--- config.mk ---
export PLATFORM = sky130hd
export DESIGN_NAME = fpu_rr_sched
export DESIGN_NICKNAME = d
export VERILOG_FILES = /design/src/rtl/fpu_pkg.sv /design/src/rtl/rr_arbiter.sv /design/src/rtl/fpu_rr_sched.sv
export SDC_FILE = /design/constraint.sdc
export NUM_CORES = 1
export LEC_CHECK = 0
export CAP_MARGIN = 10
export CORE_AREA = 5 5 159 161
export CTS_CLUSTER_SIZE = 30
export DETAILED_ROUTE_END_ITERATION = 16
export DIE_AREA = 0 0 164 166
export PLACE_DENSITY = 0.69
export SKIP_CTS_REPAIR_TIMING = 1
export SLEW_MARGIN = 20
export SYNTH_ARGS = -nofsm -noshare
export SYNTH_HDL_FRONTEND = slang
export SYNTH_HIERARCHICAL = 1
export SYNTH_SLANG_ARGS = --single-unit
export TNS_END_PERCENT = 30
--- constraint.sdc ---
create_clock -name clk -period 3.9 [get_ports clk]
set_input_delay 0.975 -clock clk [delete_from_list [all_inputs] [get_ports clk]]
set_output_delay 0.975 -clock clk [all_outputs]
set_load 0.005 [all_outputs]
--- src/rtl/fpu_pkg.sv ---
// Shared definitions for the round-robin fpu scheduler: op encodings, data width,
// the flag bundle layout and the scheduler state encoding.
package fpu_pkg;

  localparam int unsigned FP_W = 32;

  localparam logic [1:0] FPU_ADD = 2'b00;
  localparam logic [1:0] FPU_SUB = 2'b01;
  localparam logic [1:0] FPU_MUL = 2'b10;
  localparam logic [1:0] FPU_DIV = 2'b11;

  // Bit order matches the fpu flag output: [3] overflow .. [0] zero.
  typedef struct packed {
    logic exp_overflow;
    logic exp_underflow;
    logic nan;
    logic zero;
  } fpu_flags_t;

  typedef enum logic [1:0] {
    StIdle,
    StExec,
    StResp
  } sched_state_e;

endpackage

--- src/rtl/rr_arbiter.sv ---
// Combinational round-robin arbiter.
// Ports:
//   req_i   - request vector
//   ptr_i   - index with highest priority this cycle
//   gnt_o   - one-hot grant (zero when no request)
//   idx_o   - index of the granted request
//   valid_o - at least one request present
module rr_arbiter #(
  parameter int unsigned N   = 4,
  parameter int unsigned IDW = (N > 1) ? $clog2(N) : 1
) (
  input  logic [N-1:0]   req_i,
  input  logic [IDW-1:0] ptr_i,
  output logic [N-1:0]   gnt_o,
  output logic [IDW-1:0] idx_o,
  output logic           valid_o
);

  always_comb begin
    int unsigned j;
    j       = 0;
    gnt_o   = '0;
    idx_o   = '0;
    valid_o = 1'b0;
    // Scan circularly starting at the pointer; first hit wins.
    for (int unsigned k = 0; k < N; k++) begin
      j = (32'(ptr_i) + k) % N;
      if (!valid_o && req_i[j]) begin
        valid_o  = 1'b1;
        gnt_o[j] = 1'b1;
        idx_o    = IDW'(j);
      end
    end
  end

endmodule

--- src/rtl/fpu_rr_sched.sv ---
// Round-robin scheduler sharing one combinational fpu among N_REQ requesters.
// Operands of the granted requester are registered onto the fpu inputs and held
// for LAT cycles (multicycle path), then result and flags are captured into a
// response register with valid/ready handshake.
// Ports:
//   clk, rst_n                       - clock, async active-low reset
//   req_valid/req_ready              - per-requester handshake (ready one-hot or zero)
//   req_opd1/req_opd2/req_op         - packed requester fields, requester i at slice i
//   fpu_opd1/fpu_opd2/fpu_op         - registered fpu inputs
//   fpu_res/fpu_flags                - fpu outputs
//   rsp_valid/rsp_ready              - response handshake
//   rsp_id/rsp_res/rsp_flags         - captured response
//   busy                             - operation in flight or response pending
module fpu_rr_sched
  import fpu_pkg::*;
#(
  parameter int unsigned N_REQ = 4,
  parameter int unsigned LAT   = 2,
  parameter int unsigned ID_W  = $clog2(N_REQ)
) (
  input  logic                clk,
  input  logic                rst_n,
  input  logic [N_REQ-1:0]    req_valid,
  output logic [N_REQ-1:0]    req_ready,
  input  logic [N_REQ*32-1:0] req_opd1,
  input  logic [N_REQ*32-1:0] req_opd2,
  input  logic [N_REQ*2-1:0]  req_op,
  output logic [31:0]         fpu_opd1,
  output logic [31:0]         fpu_opd2,
  output logic [1:0]          fpu_op,
  input  logic [31:0]         fpu_res,
  input  logic [3:0]          fpu_flags,
  output logic                rsp_valid,
  input  logic                rsp_ready,
  output logic [ID_W-1:0]     rsp_id,
  output logic [31:0]         rsp_res,
  output logic [3:0]          rsp_flags,
  output logic                busy
);

  localparam int unsigned CntW = (LAT > 1) ? $clog2(LAT) : 1;

  sched_state_e    state_q, state_d;
  logic [ID_W-1:0] ptr_q, ptr_d;
  logic [ID_W-1:0] id_q, id_d;
  logic [CntW-1:0] cnt_q, cnt_d;
  logic [FP_W-1:0] opd1_q, opd1_d;
  logic [FP_W-1:0] opd2_q, opd2_d;
  logic [1:0]      op_q, op_d;
  logic            rsp_valid_q, rsp_valid_d;
  logic [ID_W-1:0] rsp_id_q, rsp_id_d;
  logic [FP_W-1:0] rsp_res_q, rsp_res_d;
  fpu_flags_t      rsp_flags_q, rsp_flags_d;

  logic [N_REQ-1:0] arb_gnt;
  logic [ID_W-1:0]  arb_idx;
  logic             arb_valid;

  rr_arbiter #(
    .N   (N_REQ),
    .IDW (ID_W)
  ) u_arb (
    .req_i   (req_valid),
    .ptr_i   (ptr_q),
    .gnt_o   (arb_gnt),
    .idx_o   (arb_idx),
    .valid_o (arb_valid)
  );

  always_ff @(posedge clk or negedge rst_n) begin
    if (!rst_n) begin
      state_q     <= StIdle;
      ptr_q       <= '0;
      id_q        <= '0;
      cnt_q       <= '0;
      opd1_q      <= '0;
      opd2_q      <= '0;
      op_q        <= '0;
      rsp_valid_q <= 1'b0;
      rsp_id_q    <= '0;
      rsp_res_q   <= '0;
      rsp_flags_q <= '0;
    end else begin
      state_q     <= state_d;
      ptr_q       <= ptr_d;
      id_q        <= id_d;
      cnt_q       <= cnt_d;
      opd1_q      <= opd1_d;
      opd2_q      <= opd2_d;
      op_q        <= op_d;
      rsp_valid_q <= rsp_valid_d;
      rsp_id_q    <= rsp_id_d;
      rsp_res_q   <= rsp_res_d;
      rsp_flags_q <= rsp_flags_d;
    end
  end

  always_comb begin
    state_d     = state_q;
    ptr_d       = ptr_q;
    id_d        = id_q;
    cnt_d       = cnt_q;
    opd1_d      = opd1_q;
    opd2_d      = opd2_q;
    op_d        = op_q;
    rsp_valid_d = rsp_valid_q;
    rsp_id_d    = rsp_id_q;
    rsp_res_d   = rsp_res_q;
    rsp_flags_d = rsp_flags_q;
    unique case (state_q)
      StIdle: begin
        if (arb_valid) begin
          opd1_d  = req_opd1[FP_W*arb_idx +: FP_W];
          opd2_d  = req_opd2[FP_W*arb_idx +: FP_W];
          op_d    = req_op[2*arb_idx +: 2];
          id_d    = arb_idx;
          cnt_d   = CntW'(LAT - 1);
          state_d = StExec;
        end
      end
      StExec: begin
        // fpu inputs have now been stable for LAT cycles when cnt reaches 0.
        if (cnt_q == '0) begin
          rsp_res_d   = fpu_res;
          rsp_flags_d = fpu_flags_t'(fpu_flags);
          rsp_id_d    = id_q;
          rsp_valid_d = 1'b1;
          state_d     = StResp;
        end else begin
          cnt_d = cnt_q - CntW'(1);
        end
      end
      StResp: begin
        if (rsp_valid_q && rsp_ready) begin
          rsp_valid_d = 1'b0;
          ptr_d       = (id_q == ID_W'(N_REQ - 1)) ? '0 : id_q + ID_W'(1);
          state_d     = StIdle;
        end
      end
      default: state_d = StIdle;
    endcase
  end

  always_comb begin
    req_ready = (state_q == StIdle) ? arb_gnt : '0;
    busy      = (state_q != StIdle);
  end

  assign fpu_opd1  = opd1_q;
  assign fpu_opd2  = opd2_q;
  assign fpu_op    = op_q;
  assign rsp_valid = rsp_valid_q;
  assign rsp_id    = rsp_id_q;
  assign rsp_res   = rsp_res_q;
  assign rsp_flags = rsp_flags_q;

endmodule

* Word level (Yosys, flattened, before mapping) *
Cells that the tools add are included.

word-level totals
  register bits = 112
  output and inout bits = 110

operators by class
  add/subtract/negate cells = 5
  magnitude comparators = 8
  equality and inequality tests = 6
  shifts and indexed selects = 3
  mux-type cells = 40
  bitwise gates (word level) = 4
  reductions and logical operators = 21

operators by type and width
  operator               number
  $shiftx A128 B8 Y32    2
  $mux W4                5
  $mux W1                16
  $mux W2                8
  $lt A2 B3 Y1 const B   4
  $or A4 B4 Y4           3
  $bmux W1 S2            4
  $demux W1 S2           4
  $ge A2 B1 Y1 const B   4
  $logic_and A1 B1 Y1    8
  $reduce_and A2 Y1      4
  $shiftx A8 B4 Y2       1
  $ne A2 B2 Y1 const B   3
  $pmux W2 S3            1
  $reduce_and A3 Y1      2
  $reduce_bool A2 Y1     3
  $add A2 B1 Y2 const B  2
  $add A2 B2 Y2 const B  2
  $eq A2 B2 Y1 const B   2
  $pmux W1 S2            2
  $logic_not A1 Y1       3
  $eq A2 B1 Y1 const B   1
  $logic_not A2 Y1       1
  $not A1 Y1             1
  $sub A1 B1 Y1 const B  1

* Logic depth before layout (Yosys ltp) *
Gate-level depths: netlist of the first run.

  depth in word-level cells = 14
  gate-level depth with buffers = 14
  depth with buffers taken out = 9

* Cells and area by module *
The synthesis of the first run kept the hierarchy.

modules (own cells, without submodules)
  module        times used  cells an instance  area an instance (um^2)  sequential area each (um^2)
  fpu_rr_sched  1           515                6195.9                   2802.7
  rr_arbiter    1           45                 421.7                    0.0

* Worst setup path after synthesis of the first run *
Ideal clock, no wire load.

  path kind = in2reg
  start = in req_valid[2]
  end = reg opd2_q[10], in the netlist fpu_opd2[10]
  setup time = 0.065 ns
  arrival = 3.162 ns
  required time = 3.835 ns
  path slack = 0.672 ns
  cell stages on the path = 10
  path buffers = 3
  cells stage by stage = mux4_2 buf_6 nor4b_4 nor2_1 a32o_1 buf_2 nor4b_4 buf_2 a22oi_1 nand2_1

between the ends
  longest elaborated chain between the ends = 13

RTL lines
  what                           RTL line             source
  start: declaration             fpu_rr_sched.sv:23   input logic [N_REQ-1:0] req_valid,
  $bmux W1 S2                    rr_arbiter.sv:28     if (!valid_o && req_i[j]) begin
  $mux W1 (not written as such)  rr_arbiter.sv:28
  $mux W1                        rr_arbiter.sv:28
  $logic_not A1 Y1               rr_arbiter.sv:28
  $logic_and A1 B1 Y1            rr_arbiter.sv:28
  $mux W1                        rr_arbiter.sv:28
  $logic_not A1 Y1               rr_arbiter.sv:28
  $logic_and A1 B1 Y1            rr_arbiter.sv:28
  $mux W1                        rr_arbiter.sv:28
  $logic_not A1 Y1               rr_arbiter.sv:28
  $logic_and A1 B1 Y1            rr_arbiter.sv:28
  $mux W2 (*)                    rr_arbiter.sv:28
  via arb_idx[1]                 fpu_rr_sched.sv:56   logic [ID_W-1:0] arb_idx;
  $shiftx A128 B8 Y32 (*)        fpu_rr_sched.sv:114  opd2_d = req_opd2[FP_W*arb_idx +: FP_W];
  end signal: assignment         fpu_rr_sched.sv:89   opd2_q <= opd2_d;
  end: declaration               fpu_rr_sched.sv:48   logic [FP_W-1:0] opd2_q, opd2_d;

Mark *: on every way through the listed nets, which the timed path passes. The rest lies on a longest branch. The select of a mux whose other input is x is not followed.
A chain may end at the register's enable or synchronous reset.

* Worst setup path after layout of the first run *
  start = in req_valid[1]
  end = out req_ready[3]

between the ends
  longest elaborated chain between the ends = 13

RTL lines
  what                           RTL line             source
  $bmux W1 S2                    rr_arbiter.sv:28
  $mux W1 (not written as such)  rr_arbiter.sv:28
  $mux W1                        rr_arbiter.sv:28
  $logic_not A1 Y1               rr_arbiter.sv:28
  $logic_and A1 B1 Y1            rr_arbiter.sv:28
  $mux W1                        rr_arbiter.sv:28
  $logic_not A1 Y1               rr_arbiter.sv:28
  $logic_and A1 B1 Y1            rr_arbiter.sv:28
  $mux W1                        rr_arbiter.sv:28
  $logic_not A1 Y1               rr_arbiter.sv:28
  $logic_and A1 B1 Y1            rr_arbiter.sv:28
  $mux W4 (*)                    rr_arbiter.sv:28
  via arb_gnt[3]                 fpu_rr_sched.sv:55   logic [N_REQ-1:0] arb_gnt;
  $mux W4 (*)                    fpu_rr_sched.sv:145  req_ready = (state_q == StIdle) ? arb_gnt : '0;
  end: declaration               fpu_rr_sched.sv:24   output logic [N_REQ-1:0] req_ready,

Marked as above.

==> results of run 1 <==
[routing by layer]
metal / vias to the layer above / GRT usage, % / wire [um]
met2: 226 / 30.8 / 12700
met4: 0 / 4.70 / 499
met1: 2944 / 21.3 / 10200
met5: - / 0 / 0
met3: 30 / 5.11 / 1950
li1: 2909 / - / -
[final timing paths]
| path | start | endpoint | slack [ns] | cells after the start |
|---|---|---|---|---|
| setup / recovery | req_valid[1] | req_ready[3] | -0.04 | 7 |
| hold / removal | rsp_res[26] | rsp_res[26] | 0.49 | 1 |
| setup reg to reg | ptr_q[0] | fpu_opd1[0] | 0.97 | 8 |
| hold reg to reg | rsp_res[26] | rsp_res[26] | 0.49 | 1 |
| max in group asynchronous | rst_n | rsp_res[27] | 2.45 | 2 |
| min in group asynchronous | rst_n | fpu_opd1[6] | 0.64 | 1 |
[logic make-up after synthesis]
family / after synthesis
simple gates: 121
flops: 112
compound gates: 89
buf+inv: 53
fa+ha+maj: 6
mux: 179
[layout by cell type, fill, tap and decap left out, types with 3 or more instances in the layout]
cell type | netlist | routed
ha_1 | 6 | 6
mux4_2 | 2 | 3
nand3_1 | 27 | 27
inv_1 | 5 | 5
mux2_2 | 91 | 91
dlymetal6s2s_1 | 0 | 7
and2_1 | 4 | 4
nor2_1 | 7 | 7
dfrtp_1 | 112 | 112
nand2_1 | 70 | 69
mux2_1 | 3 | 3
clkbuf_16 | 0 | 9
a22oi_1 | 35 | 35
mux2i_1 | 81 | 81
buf_12 | 0 | 10
inv_6 | 0 | 3
o221ai_1 | 11 | 11
o21ai_0 | 5 | 3
a21oi_1 | 3 | 3
buf_4 | 1 | 18
clkdlybuf4s50_1 | 0 | 408
o221ai_2 | 29 | 29
[cell type report]
| cell class | count | area, um^2 |
|---|---|---|
| antenna | 1 | 2.50 |
| clock buffer | 9 | 225 |
| clock inverter | 7 | 75.1 |
| fill | 2213 | 12200 |
| inverter | 5 | 18.8 |
| multi-input combinational | 395 | 3540 |
| sequential | 112 | 2800 |
| tap | 324 | 405 |
| timing repair buffer | 443 | 4510 |
[sequential cells by signal (all words and copies together), names as in the netlist, 2 cells and up]
name	flops
rsp_flags	4
state_q	2
fpu_opd2	32
rsp_res	32
id_q	2
fpu_op	2
ptr_q	2
fpu_opd1	32
rsp_id	2
[power by group through the flow]
stage / Clock (mW) / Sequential (mW) / Combinational, mW
floorplan: 0 / 2.13 / 3.75
global placement: 0 / 2.11 / 6.31
detailed placement: 0 / 2.14 / 6.35
CTS: 1.01 / 2.12 / 6.39
global route: 1.05 / 2.20 / 6.78
finish: 0.963 / 2.11 / 6.29
[through the flow]
stage               cells  cell area, um^2  setup TNS [ns]  utilization [%]  hold WS [ns]
floorplan             560             6620               0                -         0.478
global placement     1277            11200           -1.47             47.2         0.467
detailed placement   1277            11200           -1.56             47.2         0.477
CTS                  1293            11500           -1.56             48.5         0.495
global route         1296            11600          -0.146             48.6         0.511
finish               1296            11600         -0.0350             48.6         0.490
==> results.ini, run 1 <==
[clock_network]
cts.path.max_buffers=2
h-tree-depth=3
insertion_delay_ns=0.36
cts_tree=done
cts_buffers=9
clk_pin_slew_ns=0.08
numClockSinks=112
cts_root_buffer=clkbuf_16

[timing]
finClkSkew_ns=0.00774
relSlewSlack_pct=56.6
min_period_over_period_pct=101
finalMaxSlewViolations=0
setup_viol=1
rsz0062_at_grt=true
fin_ws_ns=-0.0350
tightest_slew_ns=0.651
fmax_ghz=0.254
report.final.hold_viol_count=0
min_period_ns=3.94

[grt]
grt-ovfl-total=0
grt_pass1_vias=6516
track_usage_pct=17.7
grt_max_degree=68
grt_pass1_wl_um=37800
antenna_found_initial=1

[logic_synthesis]
muxShareOfSynthArea_pct=29.7
synth_top_family_by_area=multiplexers
ys_seq_elements=112
synthAdderAreaFrac_pct=1.13
synth_compound_area_share_pct=13.3
synth.distinct_cells=37
synth-async-reset-ratio_pct=100
syn_avg_cell_area_um2=11.8
syn-num-nets=873
syn_inst=560
ys_warn_count=6
mappedNetlistArea_mm2=0.00662
synth_flop_cell=dfrtp_1
synth_area_leaders=dfrtp_1 42%, mux2_2 15%, mux2i_1 12%
ys_seq_area_share_pct=42.4
yosysMostFrequentCell=dfrtp_1
synth_edf_count=0
synth_top_area_cell=dfrtp_1
synth_simple_gate_area_share_pct=8.77
synthTopCellsByCount=112 x dfrtp_1, 91 x mux2_2, 81 x mux2i_1
synth_top_area_share_pct=42.4
synthXorXnorAreaFrac_pct=0

[final_layout]
nets=1279
drive_gt1_share_pct=18.1
area_growth_pct=74.9

[setup_path]
critPathKind=in -> out
crit_family=buffers and inverters
timing.critical_path.cells=dlymetal6s2s_1, mux4_2, nor4b_4, a22oi_1, o21ai_1, and2_1, clkdlybuf4s50_1
cp-start-kind=primary input
cp.required_ns=2.92
slowest_delay_ns=0.53
cp-end-kind=output pin
cp_data_arrival_time_ns=2.96
cpMaxStageDelayCell=mux4_2
crit_buf_inv=2
path_max_fanout=5

[placement]
dp_slack_ns=-0.414
io_buffers=416
routabilityCongestion=0.848
hpwl_um=19500

[floorplanning]
start_util_pct=27.8
coreArea_mm2=0.0238
design.die.area_mm2=0.0272
fp.dieH_um=166
rows=57
ios=417
die_w_um=164

[run_status]
status=finished with violations
violations=negative setup slack

[job]
max_cap_viol_count=0

[power_and_ir_drop]
p_sw_mw=3.71
seqPwrFrac_pct=22.6
pwr_density_cell_mw_per_mm2=809
p_total_mw=9.37
leakage_nw=4.75
sw_frac_of_total_pct=39.6
internal-power_mw=5.66
p_clk_share_pct=10.3
power_frac_comb_pct=67.1
peakVddDrop_uv=606

[route]
vias=6109
dr.pass1.iters=4
first_iter_violations=203
drc=0
drt_wl_total_um=25400
drtAntennaViolNets=0
routedWlPerCell_um=19.6
vias_per_cell=4.71

[hold_path]
holdCritPathClass=reg -> reg

Power figures use the tool's default switching activity.
==> run 2, diff against run 1 <==
- CAP_MARGIN: 10 -> not set
==> results of run 2 <==
No change in the layout: final DEF, timing and power equal those of run 1.
==> run 3, diff against run 2 <==
- CORE_AREA: 5 5 159 161 -> 2 2 161 163
- DIE_AREA: 0 0 164 166 -> 0 0 163 165
- PLACE_DENSITY: 0.69 -> 0.66
==> results.ini, run 3 (synthesized netlist as in run 1, its figures left out) <==
[setup_path]
critPathKind=in -> out
cp.required_ns=2.92  ; about the same
r2r_slack_ns=0.85  ; -0.12 ns
cp-end-kind=output pin
path_max_fanout=5  ; unchanged
cp_data_arrival_time_ns=2.97  ; about the same
cp-start-kind=primary input

[timing]
rsz0062_at_grt=true
report.final.hold_viol_count=0  ; unchanged
tightest_slew_ns=0.533  ; -0.118 ns
finClkSkew_ns=0.0103  ; +0.00256 ns
relSlewSlack_pct=64.5  ; +7.9 points
holdWs_ns=0.487  ; -0.00292 ns
fmax_ghz=0.254  ; -0.18%
finalSetupTns_ns=-0.0423  ; -0.00726 ns
setup_viol=1  ; unchanged
min_period_over_period_pct=101  ; +0.19 points
min_period_ns=3.94  ; +0.00726 ns
fin_ws_ns=-0.0423  ; -0.00726 ns
finalMaxSlewViolations=0  ; unchanged

[final_layout]
seq_area_mm2=0.00280  ; unchanged
drive_gt1_share_pct=18.8  ; +0.67 points
final_common_cell=clkdlybuf4s50_1
nets=1287  ; +0.63%
mostFrequentLayoutCells=408 x clkdlybuf4s50_1, 112 x dfrtp_1, 91 x mux2_2
multi_input_area_mm2=0.00354  ; +0.14%
antenna_cells=0  ; -1
fin_util_pct=46.5  ; -2.1 points
area_growth_pct=76.1
final_cell_count_no_fill=1309  ; +1.0%
fillers=2372  ; +7.2%

[floorplanning]
rows=58  ; +1.8%
fp.dieH_um=165  ; -0.60%
start_util_pct=26.4  ; -1.3 points
die_w_um=163  ; -0.61%
coreArea_mm2=0.0250  ; +5.1%
ios=417  ; unchanged
design.die.area_mm2=0.0269  ; -1.2%

[route]
drtAntennaViolNets=0  ; unchanged
first_iter_violations=392  ; +93%
dr.pass1.iters=4  ; unchanged
drc=0  ; unchanged
vias_per_cell=4.73  ; +0.29%
vias=6188  ; +1.3%
routedWlPerCell_um=19.1  ; -2.6%
drt_wl_total_um=25000  ; -1.7%

[clock_network]
clk_pin_slew_ns=0.08  ; about the same
cts_tree=done
cts.path.max_buffers=2  ; unchanged
cts_buffers=9  ; unchanged
cts_root_buffer=clkbuf_16
numClockSinks=112  ; unchanged
insertion_delay_ns=0.35  ; about the same
h-tree-depth=3  ; unchanged

[grt]
antenna_found_initial=0  ; -1
grt_pass1_vias=6610  ; +1.4%
grt_pass1_wl_um=37600  ; -0.62%
grt-ovfl-total=0  ; unchanged
grt_max_degree=48  ; -29%
track_usage_pct=18.1  ; +0.42 points

[hold_path]
holdCritPathClass=reg -> reg

[placement]
hpwl_um=19400  ; -0.43%
routabilityCongestion=0.863  ; +1.7%
io_buffers=416  ; unchanged
dp_cells=1291  ; +1.1%

[power_and_ir_drop]
peakVddDrop_uv=487  ; -20%
leakage_nw=4.79  ; +0.82%
pwr_density_cell_mw_per_mm2=815  ; +0.76%

[run_status]
violations=negative setup slack
status=finished with violations

[job]
max_cap_viol_count=0  ; unchanged

[run 3: final timing paths]
kind,start,endpoint,depth (start not counted)
setup / recovery,req_valid[1],req_ready[3],7
hold / removal,fpu_opd2[27],fpu_opd2[27],2
setup reg to reg,ptr_q[1],fpu_opd2[13],11
hold reg to reg,fpu_opd2[27],fpu_opd2[27],2
max in group asynchronous,rst_n,fpu_opd1[22],2
min in group asynchronous,rst_n,fpu_opd2[7],1
[run 3: per-stage QoR]
| step | instance area (um^2) | setup slack [ns] | power, mW |
|---|---|---|---|
| final | 11700 | -0.0423 | 9.50 |
| after global routing | 11700 | -0.126 | 10.2 |
| after CTS | 11600 | -0.344 | 9.62 |
| after detailed placement | 11300 | -0.336 | 8.65 |
| after global placement | 11300 | -0.282 | 8.57 |
| after floorplan | 6620 | 0.672 | 5.88 |
[run 3: metal layers]
metal	GRT usage [%]	routed length, um
met4	5.63	547
met3	4.19	1610
met1	22.7	10400
met2	30.9	12400
met5	0	0
[run 3: power breakdown]
part	internal [mW]	total (mW)	switching, mW
clock	0.446	0.913	0.467
sequential	1.77	2.12	0.348
combinational	3.56	6.46	2.90
[run 3: final cells by class]
type	count	area share, %
Timing Repair Buffer	451	39.4
Sequential cell	112	24.1
Tap cell	330	3.54
Clock inverter	6	0.440
Inverter	5	0.161
Clock buffer	10	1.97
Multi-Input combinational cell	395	30.4
[run 3: worst max-delay path: stages]
cell and delay (ns):
dlymetal6s2s_1 0.17, mux4_2 0.54, nor4b_4 0.45, a22oi_1 0.12, o21ai_0 0.08, and2_1 0.14, clkdlybuf4s50_1 0.50
